--- src/rtl/serial_frame_rx.sv ---
// serial_frame_rx
//   Deframes a strobed serial bit stream (start, WIDTH data bits LSB-first,
//   optional even-parity bit, stop) into a parallel word held in a
//   valid/ready output register.
//
// Ports
//   i_clk         system clock, rising edge
//   i_rst         synchronous active-high reset
//   i_d           serial data bit, sampled only when i_en=1
//   i_en          bit strobe; no frame state moves while it is low
//   o_data        received word, stable while o_valid=1
//   o_valid       o_data holds an unconsumed word
//   i_ready       consumer accepts o_data on an edge with o_valid & i_ready
//   o_parity_err  parity verdict for the word in o_data
//   o_frame_err   one-cycle pulse after a stop bit sampled as 0
//   o_overrun     sticky: a good frame was dropped because o_data was full
//   o_busy        receiver is mid-frame
//
// State    | meaning
// ---------+----------------------------------------------------------
// S_IDLE   | line idle, waiting for a 0 start bit
// S_DATA   | shifting in WIDTH data bits, LSB first
// S_PARITY | sampling the even-parity bit (only when PARITY_EN=1)
// S_STOP   | sampling the stop bit; commit, drop or flag framing error

module serial_frame_rx #(
  parameter int WIDTH     = 8,
  parameter bit PARITY_EN = 1'b1
) (
  input  logic             i_clk,
  input  logic             i_rst,
  input  logic             i_d,
  input  logic             i_en,
  output logic [WIDTH-1:0] o_data,
  output logic             o_valid,
  input  logic             i_ready,
  output logic             o_parity_err,
  output logic             o_frame_err,
  output logic             o_overrun,
  output logic             o_busy
);

  // Counter must be able to hold WIDTH after the last data bit.
  localparam int            CW   = $clog2(WIDTH + 1);
  localparam logic [CW-1:0] LAST = CW'(WIDTH - 1);

  typedef enum logic [1:0] {
    S_IDLE,
    S_DATA,
    S_PARITY,
    S_STOP
  } state_e;

  state_e           state_q;
  logic [CW-1:0]    cnt_q;
  logic [WIDTH-1:0] shift_q;
  logic [WIDTH-1:0] shift_d;
  logic             par_q;       // running XOR of data bits in flight
  logic             perr_q;      // parity verdict of the frame in flight
  logic [WIDTH-1:0] data_q;
  logic             valid_q;
  logic             perr_out_q;
  logic             frame_err_q;
  logic             overrun_q;
  logic             out_free_d;

  // Right shift with the new bit entering at the MSB: after WIDTH bits the
  // first received bit sits in bit 0. Written this way so WIDTH=1 works.
  always_comb begin
    shift_d            = shift_q >> 1;
    shift_d[WIDTH-1]   = i_d;
  end

  // The output register can take a new word if it is empty or is being
  // drained on this same edge.
  assign out_free_d = !valid_q || i_ready;

  always_ff @(posedge i_clk) begin
    if (i_rst) begin
      state_q     <= S_IDLE;
      cnt_q       <= '0;
      shift_q     <= '0;
      par_q       <= 1'b0;
      perr_q      <= 1'b0;
      data_q      <= '0;
      valid_q     <= 1'b0;
      perr_out_q  <= 1'b0;
      frame_err_q <= 1'b0;
      overrun_q   <= 1'b0;
    end else begin
      frame_err_q <= 1'b0;

      // Consume first; a commit later in this block overrides it.
      if (valid_q && i_ready) begin
        valid_q <= 1'b0;
      end

      if (i_en) begin
        case (state_q)
          S_IDLE: begin
            if (!i_d) begin
              state_q <= S_DATA;
              cnt_q   <= '0;
              par_q   <= 1'b0;
              perr_q  <= 1'b0;
            end
          end

          S_DATA: begin
            shift_q <= shift_d;
            par_q   <= par_q ^ i_d;
            cnt_q   <= cnt_q + CW'(1);
            if (cnt_q == LAST) begin
              state_q <= PARITY_EN ? S_PARITY : S_STOP;
            end
          end

          S_PARITY: begin
            perr_q  <= par_q ^ i_d;
            state_q <= S_STOP;
          end

          S_STOP: begin
            state_q <= S_IDLE;
            if (i_d) begin
              if (out_free_d) begin
                data_q     <= shift_q;
                perr_out_q <= perr_q;
                valid_q    <= 1'b1;
              end else begin
                overrun_q  <= 1'b1;
              end
            end else begin
              frame_err_q <= 1'b1;
            end
          end

          default: state_q <= S_IDLE;
        endcase
      end
    end
  end

  assign o_data       = data_q;
  assign o_valid      = valid_q;
  assign o_parity_err = perr_out_q;
  assign o_frame_err  = frame_err_q;
  assign o_overrun    = overrun_q;
  assign o_busy       = (state_q != S_IDLE);

endmodule

--- config.mk ---
export PLATFORM = sky130hd
export DESIGN_NAME = serial_frame_rx
export DESIGN_NICKNAME = d
export VERILOG_FILES = /design/src/rtl/serial_frame_rx.sv
export SDC_FILE = /design/constraint.sdc
export NUM_CORES = 1
export LEC_CHECK = 0
export BUFFER_PORTS_ARGS = -buffer_cell sky130_fd_sc_hd__buf_2
export CORE_AREA = 2 2 54 56
export CTS_CLUSTER_DIAMETER = 120
export DETAILED_ROUTE_END_ITERATION = 10
export DIE_AREA = 0 0 56 58
export GPL_TIMING_DRIVEN = 0
export PLACE_DENSITY = 0.69
export SYNTH_ARGS = -nofsm -noshare
export SYNTH_HDL_FRONTEND = slang
export SYNTH_SLANG_ARGS = --single-unit
--- constraint.sdc ---
create_clock -name i_clk -period 2.4 [get_ports i_clk]
set_clock_uncertainty 0.05 [all_clocks]
set_input_delay 0.24 -clock i_clk [delete_from_list [all_inputs] [get_ports i_clk]]
set_output_delay 0.24 -clock i_clk [all_outputs]
set_load 0.02 [all_outputs]
# Yosys cells after proc, flatten, opt, wreduce, memory -nomap -nowiden

Index checks and enable logic that the tools add are counted.

Output and inout port bits: 13
Memories kept: 0
Bits of input ports: 5
RAM bits: 0
Word-level logic and storage cells: 49
ROM bits: 0
Bits in latches: 0
Bits in registers: 28

Divide/modulo/power cells: 0
Add/sub/neg operators: 1
Multiplexer cells: 14
Shifts and indexed selects: 0
Eq/ne operators: 6
$lt $le $gt $ge: 0
Reductions and logical operators: 14
Multiply operators: 0
Bitwise logic cells: 4

Operators by type and width:

| operator              | count |
|---|---|
| $reduce_and A3 Y1     | 3 |
| $pmux W2 S4           | 1 |
| $pmux W4 S2           | 1 |
| $reduce_and A4 Y1     | 2 |
| $mux W1               | 7 |
| $reduce_bool A2 Y1    | 3 |
| $add A4 B1 Y4 const B | 1 |
| $eq A2 B2 Y1 const B  | 2 |
| $eq A4 B3 Y1 const B  | 1 |
| $mux W2               | 2 |
| $mux W4               | 1 |
| $ne A2 B2 Y1 const B  | 2 |
| $pmux W1 S2           | 2 |
| $not A1 Y1            | 3 |
| $reduce_or A3 Y1      | 1 |
| $eq A2 B1 Y1 const B  | 1 |
| $logic_not A2 Y1      | 1 |
| $reduce_and A2 Y1     | 1 |
| $logic_and A1 B1 Y1   | 1 |
| $logic_not A1 Y1      | 1 |
| $logic_or A1 B1 Y1    | 1 |
| $xor A1 B1 Y1         | 1 |

# Depth between registers and ports, before layout

Depth after elaboration: 6
Mapped depth: 7
Gate-level depth less buffers: 6

# Worst setup path before layout

No wires, ideal clock.

Kind: flip-flop to flip-flop
Start point: reg state_q[0]
End point: reg state_q[1]
Library setup time: 0.128 ns
Buffers on the path: 1
Data required time: 2.222 ns
Slack: 0.878 ns
Arrival time: 1.344 ns
Stages on the path, launching flop included: 7
Period minus slack after synthesis: 1.522 ns
Cells stage by stage: dfxtp_1 -> inv_1 -> ha_1 -> buf_4 -> a221oi_4 -> mux2i_1 -> nor2_1

Word-level cells in the longest chain between the ends: 3
Elaborated cells between the ends (all ways): 8
Those cells by class: 5 x eq/ne; 1 x mux; 2 x reduce/logical

Ends and longest elaborated chain:

| element                                          | line | RTL |
|---|---|---|
| from (decl)                                      | 54   | `state_e state_q;` |
| from (signal assigned)                           | 114  | `state_q <= PARITY_EN ? S_PARITY : S_STOP;` |
| $eq A2 B1 Y1 or $logic_not A2 Y1 (tied branches) | 99   | `case (state_q)` |
| $ne A2 B2 Y1 (no line)                           | -    |  |
| $reduce_and A3 Y1 (no line)                      | -    |  |

Several ways; a longest one is shown, not always the timed one.
A chain may end at the register's enable or synchronous reset.

# Final worst setup path

Start point: reg state_q[0]
End point: out o_busy

Word-level cells in the longest chain between the ends: 1

Ends and longest elaborated chain:

| element            | line | RTL |
|---|---|---|
| $reduce_bool A2 Y1 | 149  | `assign o_busy = (state_q != S_IDLE);` |
| to (decl)          | 40   | `output logic o_busy` |

Every way passes these cells.

==> out/metrics.cfg <==
[run_status]
outcome=finished, final reports clean

[sta]
fmax_mhz=581
fin_crit_ps=1720
relSlewSlack_pct=64.6
hold_viol=0
hold_ws_ps=216
grt_setup_unrepaired=false
tightest_slew_ps=531
fin_crit_sh_pct=71.7
slew_violations=0
timing.setup.tns_ps=0
finalSetupViolCount=0

[critical_path]
worst_ep_required_time_ps=2110
start_kind=flop
crit_path_top_delay_cell=dfxtp_1
critPathKind=reg2out
worstPathArrival_ps=1430
critPathMaxStageDelay_ps=410
cp_top_family=buffers and inverters
crit_chain=inv_1 -> ha_1 -> buf_4 -> inv_1 -> buf_2
cp_max_fo=9
end_kind=output pin
timing.critical_path.buf_inv=4
cp_common_cell=inv_1

[finish]
area_delta_synth_final_pct=12.9
antennaDiodeCount=0
stdcell_count=184
layout-drive-gt1-share_pct=22.2
nNetsFinal=165
stdcell_area_sq_mm=0.00145

[global_routing]
grt_max_degree=17
antenna_found_initial=0
grt-ovfl-total=0
grt_pass1_wl_um=4150
grt_pass1_vias=935
track_usage_pct=16.4

[floorplan]
ios=18
start_util_pct=48.3
dieArea_sq_mm=0.00325
core-area_sq_mm=0.00266
fp.dieH_um=58
die_w_um=56
fp-row-count=19

[yosys]
postSynthAreaPerCell_sq_um=9.60
synthArstFlopShare_pct=0
synth.area.top_cells=dfxtp_1 (44%), mux2i_1 (8.6%), ha_1 (5.8%)
synth_area_leader_cell=dfxtp_1
yosys.area.top_type_share_pct=43.6
yosysWarningCount=0
synthCells=134
syn_nets=145
synth_area_sq_mm=0.00129
ys_seq_area_share_pct=43.6
synth_edf_count=0
synthTopCellsByCount=dfxtp_1 (28), nor2_1 (18), a21oi_1 (12)
ys_ff_latch=28
synth-main-ff-cell=dfxtp_1
synth_cell_types=35
yosysMostFrequentCell=dfxtp_1

[power]
seqPwrFrac_pct=53.0
power_switching_uw=221
power_uw=899
internal-power_uw=678
ir_drop_v=0.000526
p_sw_share_pct=24.6
power_density_mw_per_mm2=619
p_leak_nw=0.551
clkPwrFrac_pct=34.6
share_comb_of_total_power_pct=12.4

[cts]
clock-root-buffer=clkbuf_4
post_cts_resized=0
h-tree-depth=1
insertion_delay_ps=330
clk_pin_slew_ps=150
cts_num_sinks=28
cts_setup_buffers=0
clockBufferDepth=2
cts_tree=done
cts_made_buffers=3
postCtsHoldBufs=0

[drt]
wl_per_cell_um=13.6
vias_per_cell=5.46
ant_nets=0
dr_total_vias=1004
drt_iter0_markers=43
drc=0
drt-total-wl_um=2490
firstDrtPassIters=4

[placed_design]
dp_cells=180
dpl_cell_area_sq_mm=0.00140
hpwl_um=1740
port_buffers=15
place_congestion=0.771

[flow_run]
maxCapViolCount=0

[hold_path]
min_path_type=in2reg

-- sequential cells by signal, summed over array words and instances (netlist names) --
register      flops
cnt_q             4
o_data            8
o_frame_err       1
o_overrun         1
o_parity_err      1
o_valid           1
par_q             1
perr_q            1
shift_q           8
state_q           2
-- power groups by stage --
| stage | registers, mW | clock network [mW] | logic, mW |
|---|---|---|---|
| floorplan | 0.485 | 0 | 0.0875 |
| global placement | 0.486 | 0 | 0.109 |
| detailed placement | 0.486 | 0 | 0.111 |
| CTS | 0.476 | 0.318 | 0.112 |
| global route | 0.478 | 0.334 | 0.123 |
| finish | 0.476 | 0.311 | 0.112 |
-- kinds of logic after synthesis --
group | share of synthesized area, %
compound gates | 16.5
simple gates | 20.1
buf+inv | 5.35
fa+ha+maj | 5.84
mux | 8.56
flops | 43.6
-- tightest hold or removal path, stage by stage --
cell	delay [ps]
buf_6	120
inv_1	130
nor4b_1	70
-- through the flow --
stage | utilization (%) | setup slack, ps
after global placement | 52.6 | 747
after global routing | 54.6 | 553
after floorplan | - | 878
final | 54.6 | 680
after detailed placement | 52.6 | 710
after CTS | 54.6 | 672
-- layout by cell type (no fill, tap or decap), types with 2 or more instances in the layout --
cell type / netlist / layout
nand3_1: 10 / 10
clkbuf_1: 3 / 3
clkbuf_4: 0 / 3
inv_1: 6 / 6
nand2_1: 9 / 9
mux2i_1: 11 / 11
nor2b_1: 2 / 2
buf_4: 2 / 2
ha_1: 6 / 6
o21ai_0: 2 / 2
a21oi_1: 12 / 12
nor2_1: 18 / 18
buf_2: 1 / 16
dfxtp_1: 28 / 28
nor3_1: 3 / 3
-- final timing paths --
path	start	endpoint	slack, ps	cells past startpoint
max reg2reg	state_q[0]	cnt_q[3]	690	7
min reg2reg	shift_q[0]	shift_q[0]	420	2
min	i_en	o_frame_err	220	3
max	state_q[0]	o_busy	680	5
-- layer usage --
metal  GRT usage [%]  vias up  share of wire, %  routed length, um
met2            28.6       27                48               1210
li1                -      501                 -                  -
met5               0        -                 0                  0
met3            5.58        6               4.5                113
met4            4.08        0               1.3                 32
met1            19.5      470                46               1140
-- area by class of cell --
cell class	count	area, sq um
multi-input cells	92	657
flip-flops and latches	28	561
clock buffers	3	22.5
well taps	31	38.8
fillers	254	1210
clock inverters	1	30.0
repair buffers	15	75.1
inverters	6	22.5
plain buffers	8	46.3
No activity file was read; power rests on OpenSTA's default activity.
